**src/rtl/calc_pkg.sv**
```systemverilog
// Shared types and default widths for the derivative-term evaluator.
package calc_pkg;
  localparam int COEF_W = 8;
  localparam int EXP_W  = 8;
  localparam int X_W    = 4;
  localparam int RES_W  = 16;

  localparam logic [RES_W-1:0] RES_MAX = '1;

  typedef enum logic [1:0] {
    IDLE = 2'd0,
    MUL  = 2'd1,
    DONE = 2'd2
  } state_e;
endpackage

```
**src/rtl/deriv_term_eval_if.sv**
```systemverilog
// Term-in / result-out handshake bundle; master is the term source and result sink.
interface deriv_term_eval_if;
  logic                         in_valid;
  logic                         in_ready;
  logic [calc_pkg::COEF_W-1:0]  coef_in;
  logic [calc_pkg::EXP_W-1:0]   exp_in;
  logic [calc_pkg::X_W-1:0]     x_in;
  logic                         out_valid;
  logic                         out_ready;
  logic [calc_pkg::RES_W-1:0]   result;
  logic                         overflow;

  modport master (
    output in_valid, coef_in, exp_in, x_in, out_ready,
    input  in_ready, out_valid, result, overflow
  );

  modport slave (
    input  in_valid, coef_in, exp_in, x_in, out_ready,
    output in_ready, out_valid, result, overflow
  );
endinterface

```
**src/rtl/deriv_term_eval_term_mul_sat.sv**
```systemverilog
// Combinational acc*x step with sticky overflow; clamps to all-ones when
// DERIV_EVAL_SATURATE_EN is defined, otherwise wraps modulo 2^RES_W.
module term_mul_sat
  import calc_pkg::*;
(
  input  logic [RES_W-1:0] acc_i,
  input  logic [X_W-1:0]   x_i,
  input  logic             ovf_i,
  output logic [RES_W-1:0] acc_o,
  output logic             ovf_o
);
  logic [RES_W+X_W-1:0] prod;

  always_comb begin
    prod  = {{X_W{1'b0}}, acc_i} * {{RES_W{1'b0}}, x_i};
    ovf_o = ovf_i | (|prod[RES_W+X_W-1:RES_W]);
`ifdef DERIV_EVAL_SATURATE_EN
    acc_o = ovf_o ? RES_MAX : prod[RES_W-1:0];
`else
    acc_o = prod[RES_W-1:0];
`endif
  end
endmodule

```
**src/rtl/deriv_term_eval.sv**
```systemverilog
// Evaluates coef * x^exp with one multiply per clock; out_valid exp+1 cycles after accept.
// Result held stable in DONE until out_ready; DERIV_EVAL_SATURATE_EN selects clamp vs wrap.
module deriv_term_eval
  import calc_pkg::*;
(
  input  logic             clk,
  input  logic             rst_n,
  deriv_term_eval_if.slave bus
);
  state_e             state_q, state_d;
  logic [RES_W-1:0]   acc_q, acc_d;
  logic [EXP_W-1:0]   cnt_q, cnt_d;
  logic [X_W-1:0]     x_q, x_d;
  logic               ovf_q, ovf_d;
  logic               in_ready_q, in_ready_d;
  logic               out_valid_q, out_valid_d;

  logic [RES_W-1:0]   mul_acc;
  logic               mul_ovf;

  term_mul_sat u_mul (
    .acc_i (acc_q),
    .x_i   (x_q),
    .ovf_i (ovf_q),
    .acc_o (mul_acc),
    .ovf_o (mul_ovf)
  );

  always_comb begin
    state_d     = state_q;
    acc_d       = acc_q;
    cnt_d       = cnt_q;
    x_d         = x_q;
    ovf_d       = ovf_q;
    in_ready_d  = in_ready_q;
    out_valid_d = out_valid_q;
    case (state_q)
      IDLE: begin
        if (bus.in_valid && in_ready_q) begin
          x_d        = bus.x_in;
          acc_d      = {{(RES_W-COEF_W){1'b0}}, bus.coef_in};
          cnt_d      = bus.exp_in;
          ovf_d      = 1'b0;
          in_ready_d = 1'b0;
          // A zero exponent or zero coefficient already has its final value.
          if (bus.exp_in == '0 || bus.coef_in == '0) begin
            state_d     = DONE;
            out_valid_d = 1'b1;
          end else begin
            state_d = MUL;
          end
        end
      end
      MUL: begin
        acc_d = mul_acc;
        ovf_d = mul_ovf;
        cnt_d = cnt_q - EXP_W'(1);
        if (cnt_q == EXP_W'(1)) begin
          state_d     = DONE;
          out_valid_d = 1'b1;
        end
      end
      DONE: begin
        if (bus.out_ready) begin
          state_d     = IDLE;
          out_valid_d = 1'b0;
          in_ready_d  = 1'b1;
        end
      end
      default: begin
        state_d     = IDLE;
        in_ready_d  = 1'b1;
        out_valid_d = 1'b0;
      end
    endcase
  end

  always_ff @(posedge clk) begin
    if (!rst_n) begin
      state_q     <= IDLE;
      acc_q       <= '0;
      cnt_q       <= '0;
      x_q         <= '0;
      ovf_q       <= 1'b0;
      in_ready_q  <= 1'b1;
      out_valid_q <= 1'b0;
    end else begin
      state_q     <= state_d;
      acc_q       <= acc_d;
      cnt_q       <= cnt_d;
      x_q         <= x_d;
      ovf_q       <= ovf_d;
      in_ready_q  <= in_ready_d;
      out_valid_q <= out_valid_d;
    end
  end

  assign bus.in_ready  = in_ready_q;
  assign bus.out_valid = out_valid_q;
  assign bus.result    = acc_q;
  assign bus.overflow  = ovf_q;
endmodule

```
**src/flat_wrapper.sv**
```systemverilog
// flat-port wrapper written by rule: the top's interface ports become plain ports
module deriv_term_eval_flat import calc_pkg::*;
  (clk, rst_n, bus_in_valid, bus_coef_in, bus_exp_in, bus_x_in, bus_out_ready, bus_in_ready, bus_out_valid, bus_result, bus_overflow);
  deriv_term_eval_if bus_i ();
  input  logic clk;
  input  logic rst_n;
  input wire logic [$bits(bus_i.in_valid)-1:0] bus_in_valid;
  input wire logic [$bits(bus_i.coef_in)-1:0] bus_coef_in;
  input wire logic [$bits(bus_i.exp_in)-1:0] bus_exp_in;
  input wire logic [$bits(bus_i.x_in)-1:0] bus_x_in;
  input wire logic [$bits(bus_i.out_ready)-1:0] bus_out_ready;
  output wire logic [$bits(bus_i.in_ready)-1:0] bus_in_ready;
  output wire logic [$bits(bus_i.out_valid)-1:0] bus_out_valid;
  output wire logic [$bits(bus_i.result)-1:0] bus_result;
  output wire logic [$bits(bus_i.overflow)-1:0] bus_overflow;
  assign bus_i.in_valid = bus_in_valid;
  assign bus_i.coef_in = bus_coef_in;
  assign bus_i.exp_in = bus_exp_in;
  assign bus_i.x_in = bus_x_in;
  assign bus_i.out_ready = bus_out_ready;
  assign bus_in_ready = bus_i.in_ready;
  assign bus_out_valid = bus_i.out_valid;
  assign bus_result = bus_i.result;
  assign bus_overflow = bus_i.overflow;
  deriv_term_eval u_core (.clk(clk), .rst_n(rst_n), .bus(bus_i));
endmodule
```
**config.mk**
```make
export PLATFORM = sky130hd
export DESIGN_NAME = deriv_term_eval_flat
export DESIGN_NICKNAME = d
export VERILOG_FILES = /design/src/rtl/calc_pkg.sv /design/src/rtl/deriv_term_eval_if.sv /design/src/rtl/deriv_term_eval_term_mul_sat.sv /design/src/rtl/deriv_term_eval.sv /design/src/flat_wrapper.sv
export SDC_FILE = /design/constraint.sdc
export NUM_CORES = 1
export LEC_CHECK = 0
export ABC_AREA = 1
export BUFFER_PORTS_ARGS = -buffer_cell sky130_fd_sc_hd__buf_2
export CAP_MARGIN = 5
export CORE_AREA = 2 2 87 89
export DETAILED_ROUTE_END_ITERATION = 7
export DIE_AREA = 0 0 89 91
export GPL_ROUTABILITY_DRIVEN = 0
export GPL_TIMING_DRIVEN = 0
export PLACE_DENSITY = 0.76
export SLEW_MARGIN = 20
export SYNTH_ARGS = -nofsm -noshare
export SYNTH_HDL_FRONTEND = slang
export SYNTH_HIERARCHICAL = 1
export SYNTH_SLANG_ARGS = --single-unit
export TNS_END_PERCENT = 5
```
**constraint.sdc**
```tcl
create_clock -name clk -period 3.7 [get_ports clk]
set_input_delay 0.74 -clock clk [delete_from_list [all_inputs] [get_ports clk]]
set_output_delay 0.74 -clock clk [all_outputs]
set_load 0.03 [all_outputs]
```
==> results.json, run 1 <==
{
  "status": "completed",
  "drt-total-wl_mm": 9.19,
  "cp.required_ns": 3.85,
  "yosys.area_share.simple_pct": 32.0,
  "dp_hpwl_mm": 7.66,
  "synth_seq_cells": 33,
  "fin_nets": 732,
  "initial_core_util_pct": 54.2,
  "yosys_warnings": 6,
  "ys_seq_area_share_pct": 17.1,
  "rows": 31,
  "synth.lib_cells_used.distinct": 36,
  "power_density_nw_per_um2": 381,
  "slew_headroom_pct": 65.9,
  "dieArea_um2": 8100,
  "setup_viol": 0,
  "synth-edff-count": 0,
  "cp-start-kind": "register",
  "ir_drop_uv": 475,
  "p_leak_nw": 2.61,
  "path_class": "reg2reg",
  "clock_tree.buffer_depth": 2,
  "core_um2": 7140,
  "skew_ns": 0.00643,
  "hold_class": "reg2reg",
  "grt.overflow.total": 0,
  "period_minus_slack_ns": 3.50,
  "tritoncts": "done",
  "port-buffer-count": 42,
  "syn_nets": 687,
  "yosys-mux-area-fraction_pct": 0,
  "timing.hold.ws_ns": 0.463,
  "ys.flop_type": "dfxtp_1",
  "track_usage_pct": 24.3,
  "synth_top_family_by_area": "simple AND/OR/NAND/NOR gates",
  "hold_viol": 0,
  "endpoint_kind": "register",
  "drt_pass1_iterations": 5,
  "syn_avg_cell_area_um2": 6.35,
  "grt_max_degree": 11,
  "final_max_slew_viol_count": 0,
  "clk_latency_ns": 0.29,
  "clk_pin_slew_ns": 0.07,
  "clock.fmax_mhz": 286,
  "synth_adder_area_share_pct": 22.9,
  "ant_nets": 0,
  "wl_per_cell_um": 12.2,
  "period_share_pct": 94.6,
  "syn2layout_area_growth_pct": 11.1,
  "drt_iter0_markers": 172,
  "vias": 3724,
  "antenna_found_initial": 0,
  "die_w_um": 89,
  "root_buffer": "clkbuf_8",
  "netlist_area_um2": 3870,
  "synth-xor-area-share_pct": 2.72,
  "grt_pass1_vias": 3587,
  "grt_pass1_wl_mm": 15.8,
  "fin_util_pct": 60.2,
  "async_flop_share_pct": 0,
  "pin_count": 43,
  "drc": 0,
  "synth-compound-area-share_pct": 9.29,
  "critPathMaxFanout": 10,
  "htree_levels": 2,
  "tightest_slew_ns": 0.511,
  "power_mw": 1.64,
  "fp.dieH_um": 91,
  "antenna_cells": 0,
  "cap_violations": 0,
  "fin_setup_tns_ns": 0,
  "post_drt_via_cell_ratio": 4.95,
  "drive_gt1_share_pct": 13.6,
  "postCtsHoldBufs": 0,
  "critPathArrivalTime_ns": 3.65,
  "cts.sinks": 33,
  "rsz0062_at_grt": "false",
  "synth_cells": 609,
  "cts_made_buffers": 5
}
==> flip-flops by register name, indices dropped and copies added (netlist names) <==
register	cells
u_core/bus.result	16
u_core/cnt_q	8
u_core/x_q	4
u_core/state_q	2
u_core/bus.in_ready	1
u_core/bus.out_valid	1
u_core/bus.overflow	1
==> metal layers <==
layer | global-route usage [%] | vias up | part of all wire (%) | routed length [µm]
li1 | - | 1919 | - | -
met1 | 31.9 | 1654 | 45 | 4120
met2 | 41.0 | 127 | 47 | 4340
met3 | 2.00 | 24 | 4.9 | 450
met4 | 9.33 | 0 | 3.1 | 282
met5 | 0 | - | 0 | 0
==> worst paths after layout <==
check	start	end	slack, ns	depth (start not counted)
min	u_core/bus.out_valid	u_core/bus.out_valid	0.46	2
max reg2reg	u_core/x_q[3]	u_core/bus.overflow	0.20	17
min reg2reg	u_core/bus.out_valid	u_core/bus.out_valid	0.46	2
max	u_core/x_q[3]	u_core/bus.overflow	0.20	17
==> Yosys cell counts (2+ instances only) <==
cell type / number / area [µm²]
a21oi_1: 32 / 160
a21oi_2: 3 / 26.3
a22oi_1: 4 / 30.0
a31oi_1: 8 / 50.1
buf_2: 2 / 10.0
buf_6: 2 / 22.5
clkbuf_1: 10 / 37.5
dfxtp_1: 33 / 661
fa_1: 28 / 561
ha_1: 26 / 325
inv_1: 136 / 510
inv_2: 4 / 15.0
nand2_1: 199 / 747
nand2_2: 11 / 68.8
nand3_1: 28 / 140
nand4_1: 4 / 25.0
nor2_1: 36 / 135
nor2_2: 3 / 18.8
nor3_2: 2 / 20.0
o21ai_0: 12 / 60.1
xnor2_1: 7 / 61.3
xor2_1: 5 / 43.8
==> critical path, cell delays in order, from the launching register on <==
cell,delay (ns)
dfxtp_4,0.42
buf_6,0.17
nand2_1,0.08
fa_1,0.53
inv_1,0.05
fa_1,0.56
inv_1,0.07
fa_1,0.48
nor2_2,0.15
o21ai_1,0.11
nand2_2,0.11
nand2_1,0.10
nand3_1,0.08
nand2_1,0.06
nor2_2,0.09
nand3_1,0.12
nand2_1,0.10
a21oi_1,0.06
==> cell usage in the layout, fill, tap and decap left out, types with 5 or more instances in the layout <==
cell type | synthesis | final
buf_2 | 2 | 44
xor2_1 | 5 | 5
a31oi_1 | 8 | 8
nand2_1 | 199 | 199
fa_1 | 28 | 28
dfxtp_1 | 33 | 30
o21ai_0 | 12 | 12
nand2_2 | 11 | 11
nor2_1 | 36 | 36
inv_1 | 136 | 136
a21oi_1 | 32 | 32
xnor2_1 | 7 | 7
ha_1 | 26 | 26
nand3_1 | 28 | 28
clkbuf_8 | 0 | 6
==> stage by stage <==
step	cells	worst slack (ns)	instance area, µm²
global route	753	0.0122	4300
detailed placement	750	-0.409	4200
CTS	754	0.0340	4280
global placement	750	-0.368	4200
floorplan	609	0.294	3870
finish	753	0.201	4300
==> cell type report <==
class / count / area, µm²
fillers: 694 / 2840
repair buffers: 42 / 210
flip-flops and latches: 33 / 672
inverters: 140 / 526
well taps: 99 / 124
clock buffers: 7 / 86.3
plain buffers: 12 / 90.1
multi-input cells: 420 / 2590
==> power breakdown <==
group / leakage (nW) / switching (mW) / internal (mW)
Combinational: 2.29 / 0.529 / 0.280
Clock: 0.0443 / 0.125 / 0.147
Sequential: 0.272 / 0.117 / 0.438
==> kinds of logic after synthesis <==
family / Yosys count
buf+inv: 156
compound gates: 63
xor+xnor: 12
simple gates: 291
flops: 33
fa+ha+maj: 54
==> timing repair <==
action / 4_1_cts / 5_1_grt
pin swaps: 0 / 0
buffers inserted: 0 / 0
resized for setup: 5 / 13
endpoints found under the setup margin: 9 / 3
No activity file was read; power rests on OpenSTA's default activity.
==> run 2: changes to the inputs <==
--- a/config.mk
+++ b/config.mk
@@ -5,15 +5,14 @@
 export SDC_FILE = /design/constraint.sdc
 export NUM_CORES = 1
 export LEC_CHECK = 0
-export ABC_AREA = 1
 export BUFFER_PORTS_ARGS = -buffer_cell sky130_fd_sc_hd__buf_2
 export CAP_MARGIN = 5
-export CORE_AREA = 2 2 87 89
+export CORE_AREA = 2 2 83 85
 export DETAILED_ROUTE_END_ITERATION = 7
-export DIE_AREA = 0 0 89 91
+export DIE_AREA = 0 0 85 87
 export GPL_ROUTABILITY_DRIVEN = 0
 export GPL_TIMING_DRIVEN = 0
-export PLACE_DENSITY = 0.76
+export PLACE_DENSITY = 0.75
 export SLEW_MARGIN = 20
 export SYNTH_ARGS = -nofsm -noshare
 export SYNTH_HDL_FRONTEND = slang
==> results.json, run 2 <==
{
  "hold_viol": 0,
  "ir_drop_uv": 427,
  "final_max_slew_viol_count": 0,
  "drc": 0,
  "fin_nets": 569,
  "period_minus_slack_ns": 3.60,
  "yosys-top-cells-area": "dfxtp_1, fa_1, ha_1",
  "fp.dieH_um": 87,
  "setup_viol": 0,
  "power_mw": 1.68,
  "synth.lib_cells_used.distinct": 50,
  "clk_latency_ns": 0.28,
  "grt.overflow.total": 0,
  "min_from": "u_core/bus.out_valid",
  "synth_cells": 434,
  "initial_core_util_pct": 52.6,
  "status": "completed",
  "die_w_um": 85,
  "r2r-end": "u_core/bus.overflow",
  "grt_max_degree": 11,
  "yosys_warnings": 6,
  "post_drt_via_cell_ratio": 5.65,
  "wl_per_cell_um": 15.5,
  "synth_top_cell_by_area": "dfxtp_1",
  "async_flop_share_pct": 0,
  "min_to": "u_core/bus.out_valid",
  "skew_ns": 0.00663,
  "port-buffer-count": 42,
  "syn_avg_cell_area_um2": 7.95,
  "path_cells": "buf_4 > and2_4 > fa_1 > inv_1 > fa_1 > inv_1 > ha_4 > o211ai_1 > a21oi_4 > a31oi_4 > o21ai_2 > a31oi_1 > xor2_1 > nand3_1 > nand2_1 > a21oi_2",
  "clock.fmax_mhz": 278,
  "slew_headroom_pct": 63.6,
  "path_class": "reg2reg",
  "drt-total-wl_mm": 8.88,
  "largest_reg_flops": 16,
  "core_um2": 6570,
  "cap_violations": 0,
  "synth_common_cells": "nand2_1, inv_1, and2_1",
  "layout_commonest_cell": "nand2_1",
  "grt_pass1_vias": 3056,
  "period_share_pct": 97.4,
  "rows": 30,
  "ys.flop_type": "dfxtp_1",
  "drive_gt1_share_pct": 21.3,
  "layout_common_cells": "nand2_1, inv_1, and2_1",
  "holdPathStages": 2,
  "tritoncts": "done",
  "tightest_slew_ns": 0.542,
  "cp.required_ns": 3.85,
  "critPathMaxFanout": 6,
  "track_usage_pct": 23.8,
  "r2r_slack_ns": 0.1,
  "p_leak_nw": 1.94,
  "placed_area_um2": 3760,
  "final_area_um2": 4180,
  "synth_top_area_share_pct": 19.1,
  "antenna_cells": 0,
  "syn_nets": 512,
  "clock_tree.buffer_depth": 2,
  "drt_iter0_markers": 130,
  "syn2layout_area_growth_pct": 21.0,
  "yosysMostFrequentCell": "nand2_1",
  "drt_pass1_iterations": 5,
  "critPathArrivalTime_ns": 3.76,
  "power_density_nw_per_um2": 401,
  "dp_hpwl_mm": 6.63,
  "hold_class": "reg2reg",
  "pin_count": 43,
  "endpoint_kind": "register",
  "dieArea_um2": 7400,
  "netlist_area_um2": 3450,
  "synth_seq_cells": 33,
  "fin_util_pct": 63.6,
  "root_buffer": "clkbuf_8",
  "r2r-start": "u_core/x_q[3]",
  "antenna_found_initial": 0,
  "ant_nets": 0,
  "cts_made_buffers": 5,
  "rr_worst_depth": 16,
  "cts.sinks": 33,
  "postCtsHoldBufs": 0,
  "cp_slowest_cell": "fa_1",
  "htree_levels": 2,
  "clk_pin_slew_ns": 0.07,
  "vias": 3233,
  "grt_pass1_wl_mm": 14.1,
  "synth-edff-count": 0,
  "cp-start-kind": "register",
  "critPathMaxStageDelay_ns": 0.53,
  "ys_seq_area_share_pct": 19.1,
  "fin_setup_tns_ns": 0
}
[run 2: area by class of cell]
class                           instances  area, µm²
Multi-Input combinational cell        331       2710
Fill cell                             518       2390
Sequential cell                        33        672
Timing Repair Buffer                   50        270
Inverter                               52        195
Buffer                                 18        115
Tap cell                               80        100
Clock buffer                            7       86.3
Clock inverter                          1       30.0
[run 2: worst max-delay path, delay by kind of cell (launching register included)]
family	cells	cell delay, ns
DFF	1	0.36
and+or+nand+nor	3	0.39
xor gates and xnor gates	1	0.15
AOI/OAI and AO/OA	6	0.96
adders and majority gates	3	1.31
buffers and inverters	3	0.28
[run 2: how the worst max path moves through the flow]
stage	from	end	slack, ns
4_1_cts	u_core/x_q[3]	u_core/bus.overflow	0.02
3_3_place_gp	u_core/x_q[3]	u_core/bus.overflow	-0.45
5_1_grt	u_core/x_q[2]	u_core/bus.overflow	-0.06
6_report	u_core/x_q[3]	u_core/bus.overflow	0.1
2_1_floorplan	u_core/x_q[3]	u_core/bus.overflow	0.15
3_5_place_dp	u_core/x_q[2]	u_core/bus.overflow	-0.49
[run 2: report_power, final]
part	internal (mW)	switching, mW	total [mW]
sequential	0.449	0.116	0.565
combinational	0.282	0.480	0.762
clock	0.219	0.129	0.349
total	0.950	0.725	1.68
[run 2: metal layers]
layer,vias up,global-route usage (%),part of all wire (%)
li1,1582,-,-
met1,1524,31.9,43
met2,112,40.0,50
met3,15,2.09,4.7
met4,0,9.09,1.8
met5,-,0,0
[run 2: metrics by stage]
step	hold WS (ns)	cells	setup slack, ns
after global routing	0.523	572	-0.0611
after global placement	0.460	556	-0.447
final	0.469	572	0.0972
after floorplan	0.469	434	0.149
after CTS	0.469	567	0.0197
after detailed placement	0.450	556	-0.490
[run 2: repair_timing]
action | 4_1_cts | 5_1_grt
pin swaps | 2 | 20
setup endpoints to repair | 8 | 4
gates resized for setup | 19 | 38
cloned | 0 | 0
buffers inserted | 3 | 5
[run 2: logic make-up (layout without fill, tap and decap cells)]
logic type | Yosys count | in the layout | share of synthesized area, %
compound gates | 98 | 98 | 18.2
fa+ha+maj | 54 | 54 | 25.7
xor+xnor | 16 | 16 | 4.06
buf+inv | 70 | 128 | 8.08
simple gates | 163 | 163 | 24.9
flops | 33 | 33 | 19.1
==> run 3: changes to the inputs <==
--- a/config.mk
+++ b/config.mk
@@ -7,12 +7,12 @@
 export LEC_CHECK = 0
 export BUFFER_PORTS_ARGS = -buffer_cell sky130_fd_sc_hd__buf_2
 export CAP_MARGIN = 5
-export CORE_AREA = 2 2 83 85
+export CORE_AREA = 2 2 91 93
 export DETAILED_ROUTE_END_ITERATION = 7
-export DIE_AREA = 0 0 85 87
+export DIE_AREA = 0 0 93 95
 export GPL_ROUTABILITY_DRIVEN = 0
 export GPL_TIMING_DRIVEN = 0
-export PLACE_DENSITY = 0.75
+export PLACE_DENSITY = 0.64
 export SLEW_MARGIN = 20
 export SYNTH_ARGS = -nofsm -noshare
 export SYNTH_HDL_FRONTEND = slang
==> results.json, run 3 (synthesis results as in run 2) <==
{
  "status": "completed",
  "ir_drop_uv": 555,
  "startpoint": "u_core/x_q[3]",
  "critPathArrivalTime_ns": 3.78,
  "drt_pass1_iterations": 4,
  "drt-total-wl_mm": 9.39,
  "antenna_cells": 0,
  "hold_class": "reg2reg",
  "timing.hold.ws_ns": 0.477,
  "fp.dieH_um": 95,
  "post_drt_via_cell_ratio": 5.39,
  "final_max_slew_viol_count": 0,
  "grt_max_degree": 11,
  "path_class": "reg2reg",
  "pin_count": 43,
  "clock.fmax_mhz": 280,
  "layout_common_cells": "nand2_1, inv_1, buf_2, and2_1, a21oi_1",
  "syn2layout_area_growth_pct": 22.1,
  "slew_headroom_pct": 64.8,
  "hold_viol": 0,
  "postCtsHoldBufs": 0,
  "period_share_pct": 96.6,
  "clock_tree.buffer_depth": 2,
  "grt_pass1_wl_mm": 14.8,
  "layout_commonest_cell": "nand2_1",
  "htree_levels": 2,
  "cp-start-kind": "register",
  "pre_cts_ws_ns": -0.554,
  "critPathMaxFanout": 5,
  "antenna_found_initial": 0,
  "placed_area_um2": 3790,
  "ant_nets": 0,
  "p_leak_nw": 1.95,
  "dp_hpwl_mm": 6.97,
  "track_usage_pct": 20.8,
  "skew_ns": 0.00682,
  "initial_core_util_pct": 43.5,
  "die_w_um": 93,
  "final_area_um2": 4220,
  "dieArea_um2": 8840,
  "fin_nets": 571,
  "largest_reg_flops": 16,
  "drt_iter0_markers": 141,
  "port-buffer-count": 42,
  "fin_ws_ns": 0.124,
  "wl_per_cell_um": 15.7,
  "drc": 0,
  "period_minus_slack_ns": 3.58,
  "tightest_slew_ns": 0.526,
  "tritoncts": "done",
  "cts_made_buffers": 5,
  "cp.required_ns": 3.90,
  "vias": 3231,
  "r2r-start": "u_core/x_q[3]",
  "clk_pin_slew_ns": 0.07,
  "min_from": "u_core/bus.out_valid",
  "cts.sinks": 33,
  "setup_viol": 0,
  "core_um2": 7930,
  "root_buffer": "clkbuf_8",
  "rows": 33,
  "grt.overflow.total": 0,
  "power_density_nw_per_um2": 402,
  "fillers": 733,
  "drive_gt1_share_pct": 21.3,
  "grt_pass1_vias": 3095,
  "endpoint_kind": "register",
  "cap_violations": 0,
  "clk_latency_ns": 0.28
}
==> run 3: path summary, 6_finish.rpt <==
kind              cells after the start                    end  slack [ns]
hold reg to reg                       2   u_core/bus.out_valid        0.48
setup / recovery                     17  u_core/bus.result[12]        0.12
setup reg to reg                     17  u_core/bus.result[12]        0.12
hold / removal                        2   u_core/bus.out_valid        0.48
==> run 3: power breakdown <==
group	total (mW)	switching (mW)	leakage [nW]	internal (mW)
combinational	0.788	0.495	1.62	0.293
clock	0.344	0.125	0.0585	0.219
sequential	0.563	0.115	0.272	0.449
==> run 3: area by class of cell <==
| type | count | area, µm² | share of cell area (%) |
|---|---|---|---|
| Clock inverter | 1 | 30.0 | 0.712 |
| Buffer | 18 | 121 | 2.88 |
| Tap cell | 105 | 131 | 3.12 |
| Clock buffer | 7 | 86.3 | 2.05 |
| Inverter | 52 | 195 | 4.63 |
| Timing Repair Buffer | 52 | 285 | 6.77 |
| Sequential cell | 33 | 672 | 15.9 |
| Multi-Input combinational cell | 331 | 2700 | 63.9 |
==> run 3: repair_timing <==
action                                  4_1_cts  5_1_grt
pin swaps                                     5       19
endpoints found under the setup margin       10        6
buffers inserted                              6        4
endpoints found under the hold margin         0        0
resized for setup                            22       35
==> run 3: critical path: stages (launching register included) <==
cell	delay [ns]
dfxtp_4	0.37
buf_4	0.16
and2_1	0.15
fa_1	0.53
inv_1	0.05
fa_1	0.53
inv_1	0.06
ha_4	0.30
o211ai_1	0.15
a21oi_4	0.18
a31oi_4	0.11
buf_4	0.16
buf_4	0.13
nor2_1	0.13
nor2_1	0.07
xnor2_1	0.19
nand2_1	0.08
a21oi_1	0.12
==> run 3: per-layer routing <==
metal / wire length [µm] / share of wire [%] / global-route usage, % / up-vias
met4: 107 / 1.1 / 6.00 / 0
met2: 4750 / 51 / 37.3 / 72
met3: 261 / 2.8 / 1.28 / 13
li1: - / - / - / 1582
met5: 0 / 0 / 0 / -
met1: 4270 / 45 / 27.2 / 1564
==> run 3: through the flow <==
| step | std cells | setup TNS, ns | util, % | power [mW] |
|---|---|---|---|---|
| after floorplan | 434 | 0 | - | 1.06 |
| after global placement | 581 | -1.29 | 47.9 | 1.26 |
| after detailed placement | 581 | -1.49 | 47.9 | 1.29 |
| after CTS | 595 | 0 | 50.9 | 1.67 |
| after global routing | 599 | -0.0337 | 53.2 | 1.81 |
| final | 599 | 0 | 53.2 | 1.70 |
